$ cat src/rtl/var_bw_mul_pipe.sv
// Variable-bit-width multiplier, two-stage pipeline.
// Operands are split into four quarters. Stage 1 forms all sixteen quarter
// partial products, sign-extending a quarter only when it is the most
// significant quarter of its lane and the lanes are signed. Stage 2 weights
// and sums the partial products that belong to each lane and registers the
// packed result. A single enable stalls both stages together when the
// consumer holds off.

module var_bw_mul_pipe #(
    parameter int W = 16
) (
    input  logic           clk,
    input  logic           rst,
    input  logic           in_valid,
    output logic           in_ready,
    input  logic [1:0]     mode,
    input  logic           sgn,
    input  logic [W-1:0]   a,
    input  logic [W-1:0]   b,
    output logic           out_valid,
    input  logic           out_ready,
    output logic [2*W-1:0] p,
    output logic           out_err
);

    // Quarter-lane width; derived from W and not meant to be overridden.
    localparam int LW  = W / 4;
    // Partial product width: two (LW+1)-bit signed quarters multiplied.
    localparam int PPW = 2 * LW + 2;
    // Padding needed to sign-extend a partial product to the full product width.
    localparam int PADW = 2 * W - PPW;

    localparam logic [1:0] MODE_ONE  = 2'd0;
    localparam logic [1:0] MODE_TWO  = 2'd1;
    localparam logic [1:0] MODE_FOUR = 2'd2;
    localparam logic [1:0] MODE_RSVD = 2'd3;

    // Pipeline enable shared by both stages.
    logic en;

    // Stage 1 state.
    logic           s1_valid;
    logic [1:0]     s1_mode;
    logic           s1_sgn;
    logic [PPW-1:0] s1_pp [4][4];

    // Stage 1 combinational inputs.
    logic [3:0]     top_q;
    logic [PPW-1:0] a_ext [4];
    logic [PPW-1:0] b_ext [4];
    logic [PPW-1:0] pp_next [4][4];

    // Stage 2 combinational lane combine.
    logic [2*W-1:0] term;
    logic [2*W-1:0] sum_full;
    logic [W-1:0]   sum_lo;
    logic [W-1:0]   sum_hi;
    logic [2*W-1:0] comb_p;

    // The pipeline moves whenever the output register is empty or being drained.
    always_comb begin
        en       = !out_valid || out_ready;
        in_ready = en;
    end

    // Mark which quarters carry the sign bit of their lane for the current mode.
    always_comb begin
        top_q = 4'b0000;
        case (mode)
            MODE_ONE:  top_q = 4'b1000;
            MODE_TWO:  top_q = 4'b1010;
            default:   top_q = 4'b1111;
        endcase
    end

    // Extend each quarter to PPW bits: sign-extend only lane-top quarters of signed lanes.
    always_comb begin
        for (int q = 0; q < 4; q++) begin
            a_ext[q] = {{(LW + 2){sgn & top_q[q] & a[q*LW + LW - 1]}}, a[q*LW +: LW]};
            b_ext[q] = {{(LW + 2){sgn & top_q[q] & b[q*LW + LW - 1]}}, b[q*LW +: LW]};
        end
    end

    // Form all sixteen quarter-by-quarter partial products (two's complement, PPW bits).
    always_comb begin
        for (int i = 0; i < 4; i++) begin
            for (int j = 0; j < 4; j++) begin
                pp_next[i][j] = a_ext[i] * b_ext[j];
            end
        end
    end

    // Stage 1 register: capture partial products and the controls that decide how to combine them.
    always_ff @(posedge clk or posedge rst) begin
        if (rst) begin
            s1_valid <= 1'b0;
            s1_mode  <= MODE_ONE;
            s1_sgn   <= 1'b0;
            for (int i = 0; i < 4; i++) begin
                for (int j = 0; j < 4; j++) begin
                    s1_pp[i][j] <= '0;
                end
            end
        end else if (en) begin
            s1_valid <= in_valid;
            s1_mode  <= mode;
            s1_sgn   <= sgn;
            for (int i = 0; i < 4; i++) begin
                for (int j = 0; j < 4; j++) begin
                    s1_pp[i][j] <= pp_next[i][j];
                end
            end
        end
    end

    // Weight and sum the partial products of each lane, then pack lanes by mode.
    always_comb begin
        term     = '0;
        sum_full = '0;
        sum_lo   = '0;
        sum_hi   = '0;
        comb_p   = '0;
        for (int i = 0; i < 4; i++) begin
            for (int j = 0; j < 4; j++) begin
                term     = {{PADW{s1_sgn & s1_pp[i][j][PPW-1]}}, s1_pp[i][j]};
                sum_full = sum_full + (term << ((i + j) * LW));
                if (i < 2 && j < 2) begin
                    sum_lo = sum_lo + (term[W-1:0] << ((i + j) * LW));
                end
                if (i >= 2 && j >= 2) begin
                    sum_hi = sum_hi + (term[W-1:0] << ((i + j - 4) * LW));
                end
            end
        end
        case (s1_mode)
            MODE_ONE: comb_p = sum_full;
            MODE_TWO: comb_p = {sum_hi, sum_lo};
            MODE_FOUR: begin
                for (int k = 0; k < 4; k++) begin
                    comb_p[k*2*LW +: 2*LW] = s1_pp[k][k][2*LW-1:0];
                end
            end
            default:  comb_p = '0;
        endcase
    end

    // Stage 2 register: present the packed product, flagging reserved-mode results.
    always_ff @(posedge clk or posedge rst) begin
        if (rst) begin
            out_valid <= 1'b0;
            out_err   <= 1'b0;
            p         <= '0;
        end else if (en) begin
            out_valid <= s1_valid;
            out_err   <= s1_valid && (s1_mode == MODE_RSVD);
            p         <= s1_valid ? comb_p : '0;
        end
    end

endmodule

$ cat config.mk
export PLATFORM = sky130hd
export DESIGN_NAME = var_bw_mul_pipe
export DESIGN_NICKNAME = d
export VERILOG_FILES = /design/src/rtl/var_bw_mul_pipe.sv
export SDC_FILE = /design/constraint.sdc
export NUM_CORES = 2
export LEC_CHECK = 0
export BUFFER_PORTS_ARGS = -buffer_cell sky130_fd_sc_hd__buf_2
export CORE_MARGIN = 1.5
export CORE_UTILIZATION = 30
export DETAILED_ROUTE_END_ITERATION = 7
export GPL_TIMING_DRIVEN = 0
export PLACE_DENSITY = 0.45
export SLEW_MARGIN = 20
export SYNTH_ARGS = -nofsm -noshare
export SYNTH_HDL_FRONTEND = slang
export SYNTH_SLANG_ARGS = --single-unit
$ cat constraint.sdc
create_clock -name clk -period 9.6 [get_ports clk]
set_input_delay 2.4 -clock clk [delete_from_list [all_inputs] [get_ports clk]]
set_output_delay 2.4 -clock clk [all_outputs]
set_load 0.02 [all_outputs]
Word-level counts from Yosys, hierarchy flattened
Cells that the tools add are included.

cells by class
  add/sub/neg operators = 21
  $mul = 16
  div/mod/pow operators = 0
  order comparisons = 0
  equality and inequality tests = 4
  shifts and indexed selects = 0
  muxes and demuxes = 3
  bitwise gates (word level) = 27
  reduce and logical (&&, ||, !) cells = 5

operator list
  kind                   number
  $mul A5 B5 Y10         15
  $add A32 B32 Y32       4
  $pmux W32 S3           1
  $add A16 B16 Y16       4
  $add A11 B15 Y16       3
  $add A31 B31 Y32       1
  $mux W32               1
  $add A30 B27 Y31       1
  $add A29 B23 Y30       1
  $add A28 B19 Y29       1
  $add A27 B27 Y28       1
  $add A26 B23 Y27       1
  $add A25 B19 Y26       1
  $and A1 B1 Y1          26
  $add A24 B15 Y25       1
  $add A20 B23 Y24       1
  $add A16 B19 Y20       1
  $mul A5 B5 Y8          1
  $pmux W3 S2            1
  $eq A2 B1 Y1 const B   2
  $eq A2 B2 Y1 const B   2
  $logic_not A2 Y1       2
  $and A1 B1 Y1 const B  1
  $logic_and A1 B1 Y1    1
  2 further kinds        2

storage, ports and cells
  flip-flop bits (word level) = 196
  latch bits = 0
  bits in writable memories = 0
  ROM bits = 0
  bits of input ports = 39
  output and inout port bits = 35
  memories = 0

Depth between registers and ports, before layout
  depth in word-level cells = 18
  depth in mapped cells = 23
  depth with buffers taken out = 21

Worst setup path before layout
OpenSTA, ideal clock, no wires.

  path kind = input port to flip-flop
  start = input port sgn
  end = register s1_pp[29] (netlist bit)
  data arrival time = 6.205 ns
  path slack = 3.262 ns
  cell stages on the path = 19
  buffers on the path = 3
  cell sequence = clkbuf_1 -> o21ai_0 -> clkbuf_1 -> or2_2 -> clkbuf_1 -> nor2_1 -> fa_1 -> fa_1 -> inv_1 -> fa_1 -> inv_1 -> ha_1 -> nor2b_1 -> o21ai_0 -> nand2b_1 -> a21o_1 -> a21oi_1 -> xnor2_1 -> o21ai_0

on the way
  longest elaborated chain between the ends = 3
  elaborated cells between the ends (all ways) = 5
  those cells by class = 1 x mul; 4 x bitwise

RTL lines
  item                                            RTL line  source
  start, declared                                 17        input logic sgn,
  $and A1 B1 Y1 (on tied branches) (2 in series)  79, 80
  $mul A5 B5 Y10 *                                88        pp_next[i][j] = a_ext[i] * b_ext[j];
  end signal, assigned by index                   110       s1_pp[i][j] <= pp_next[i][j];
  end, declared                                   45        logic [PPW-1:0] s1_pp [4][4];

Every way passes the cells marked *; elsewhere a longest branch is shown, timed or not.
A chain may end at the register's enable or synchronous reset.

Worst setup path after layout
  start = input port sgn
  end = register s1_pp[99] (netlist bit)

The elaborated chain is that of the path after synthesis.

==> metrics <==
Synth Area in Adders=0.468; initial antenna violation count=8; slew at the pin closest to its max-slew limit=1.11 ns; CP Capture Type=flip-flop; vias in the first global route=22569; unrepaired setup endpoints after global routing=no; Final Max Slew Viols=0; final hold viol count=0; Slew Limit Headroom=0.259; synth warn=0; number of distinct library cells after synthesis=58; highest fanout seen on the critical path=10; Place WS=0.964 ns; Post-synth top flop=dfrtp_1; hpwl dp=82900 um; core area=98900 um^2; setup violators final=0; Detail Route Antenna Nets=0; status=finished, final reports clean; Worst EP required=9.92 ns; FFs w/ async S/R, synth=1.00; Syn Area/Cell=9.35 um^2; CP Launch Type=input port; nets=4150; mapped cell area=30100 um^2; area growth from synthesis to layout=8.33%; Buffers on Ports=49; # clock sinks=196; setup TNS=0 ns; layout cells sized above 1=0.0315; clk slew on worst S/H paths=0.08 ns; H-tree levels=4; CTS Buf Count=17; CTS root buffer=clkbuf_16; cell taking the most area after synthesis=fa_1; Syn Nets=4079; wire length on met2=45900 um; Starting Density=0.304; clock latency on the worst-skew pair=0.47 ns; Die X=320 um; Die Footprint=102000 um^2; WL/cell=21.4 um; Post-CTS Hold Buffers=0; WL final=98100 um; CTS tree=done; Worst Hold Class=reg -> reg; Max Root-Sink Buffers=2; Max-Cap Viols=0; row cnt=115; Util after Layout=0.330; number of setup buffers added after CTS=0; highest routed layer=met4; Seq/Total Area, Yosys=0.163; setup ws final=1.53 ns; post-synthesis cell count=3218; fin crit share=0.841; fillers=10433; violation count after the first detailed-route iteration=1192; Pre-antenna DRT Iters=5; io pins=74; XOR/XNOR Fraction of Synth Area=0.0612; DR vias/cell=4.53; Synth Area in Compound Gates=0.0837; die extent in y=320 um; #FFs+latches synth=196; first-pass GRT wire length=149000 um; Inst Count DP=4557; post-synthesis mux area share=0.00171; metal3 WL=2660 um; clock skew=0.0131 ns; # resized after CTS=0; WP data arrival=8.40 ns; number of flops mapped to enable cells by yosys=0; Final Non-Filler Cells=4589; vias=20802; crit path time final=8.07 ns; simple-gate share of the synthesized area=0.115; largest family of logic cells by synthesized area=adder cells; met1 WL=47900 um; critical path type=in -> reg; gr ovfl total=0; # DRC=0; Synth top area share=0.337; largest net degree at the start of global routing=87; GR Util All Layers=0.199; GPL Wtd Cong=0.862; top cells by area, synth=fa_1, dfrtp_1, ha_1, inv_1, xnor2_1; fmax=124 MHz
synthesized netlist by cell type, drive strengths merged, types with 20 or more instances:
master,number
nor2,100
o21ai,120
xor2,54
a21o,45
and2,202
ha,316
clkbuf,121
inv,728
nand3,20
nand2b,45
dfrtp,196
nand2,293
fa,506
xnor2,156
o21bai,32
a21oi,152
kinds of logic after synthesis:
| group | count (synthesis) |
|---|---|
| buffers and inverters | 856 |
| adders and majority gates | 822 |
| DFF | 196 |
| and+or+nand+nor | 714 |
| xor gates and xnor gates | 210 |
| muxes | 5 |
| AOI/OAI and AO/OA | 415 |
path summary, 6_finish.rpt:
check                                             from                     end  slack (ns)  cells after the start
max in group asynchronous                          rst       p[21]$_DFFE_PP0P_        6.48                      4
worst min register to register  s1_pp[150]$_DFFE_PP0P_  s1_pp[150]$_DFFE_PP0P_        0.47                      2
worst max-delay path                               sgn   s1_pp[99]$_DFFE_PP0P_        1.53                     17
min in group asynchronous                          rst       p[12]$_DFFE_PP0P_        1.88                      2
worst min-delay path            s1_pp[150]$_DFFE_PP0P_  s1_pp[150]$_DFFE_PP0P_        0.47                      2
worst max register to register      s1_sgn$_DFFE_PP0P_       p[26]$_DFFE_PP0P_        2.37                     20
stage by stage:
stage / instance area, um^2 / hold WS (ns)
floorplan: 30100 / 0.440
global placement: 31900 / 0.456
detailed placement: 32000 / 0.469
CTS: 32600 / 0.485
global route: 32600 / 0.518
finish: 32600 / 0.474
sequential cells by signal (all words and copies together), names as in the netlist:
name / cells
p: 32
out_valid: 1
s1_valid: 1
s1_pp: 158
out_err: 1
s1_sgn: 1
s1_mode: 2
layer usage:
layer / track usage / vias to the layer above
li1: - / 9880
met1: 0.283 / 10580
met2: 0.334 / 289
met3: 0.0133 / 53
met4: 0.0372 / 0
met5: 0 / -
worst max-delay path, cell delays in order:
cell	delay, ns
buf_2	0.15
clkbuf_1	0.49
nand3_1	0.52
inv_1	0.66
clkbuf_1	0.80
nand2b_1	0.15
fa_1	0.54
fa_1	0.44
fa_1	0.49
fa_1	0.43
inv_1	0.07
a21oi_1	0.06
o21bai_1	0.21
a21o_1	0.16
a21oi_1	0.07
xnor2_1	0.58
o21ai_0	0.15
cell usage in the layout, fill, tap and decap left out, types with 17 or more instances in the layout:
cell | netlist | layout
a21o_1 | 45 | 45
a21oi_1 | 150 | 150
and2_1 | 202 | 202
buf_2 | 1 | 50
clkbuf_1 | 121 | 119
clkbuf_16 | 0 | 17
dfrtp_1 | 196 | 196
fa_1 | 506 | 506
ha_1 | 316 | 316
inv_1 | 728 | 727
nand2_1 | 293 | 293
nand2b_1 | 45 | 45
nand3_1 | 20 | 20
nor2_1 | 100 | 100
o21ai_0 | 109 | 109
o21bai_1 | 32 | 32
xnor2_1 | 156 | 156
xor2_1 | 54 | 54
cell type report:
type	instances	area, um^2	share of cell area
clock buffers	19	453	0.0139
repair buffers	52	312	0.00956
well taps	1287	1610	0.0494
diodes	1	2.50	0.0000768
multi-input cells	2166	22000	0.674
inverters	728	2740	0.0841
plain buffers	128	484	0.0149
flip-flops and latches	196	4900	0.151
clock inverters	12	119	0.00365
Power is left out: the tool's default activity adds up to more than one toggle a clock period on the data nets, which glitch-free logic cannot reach.
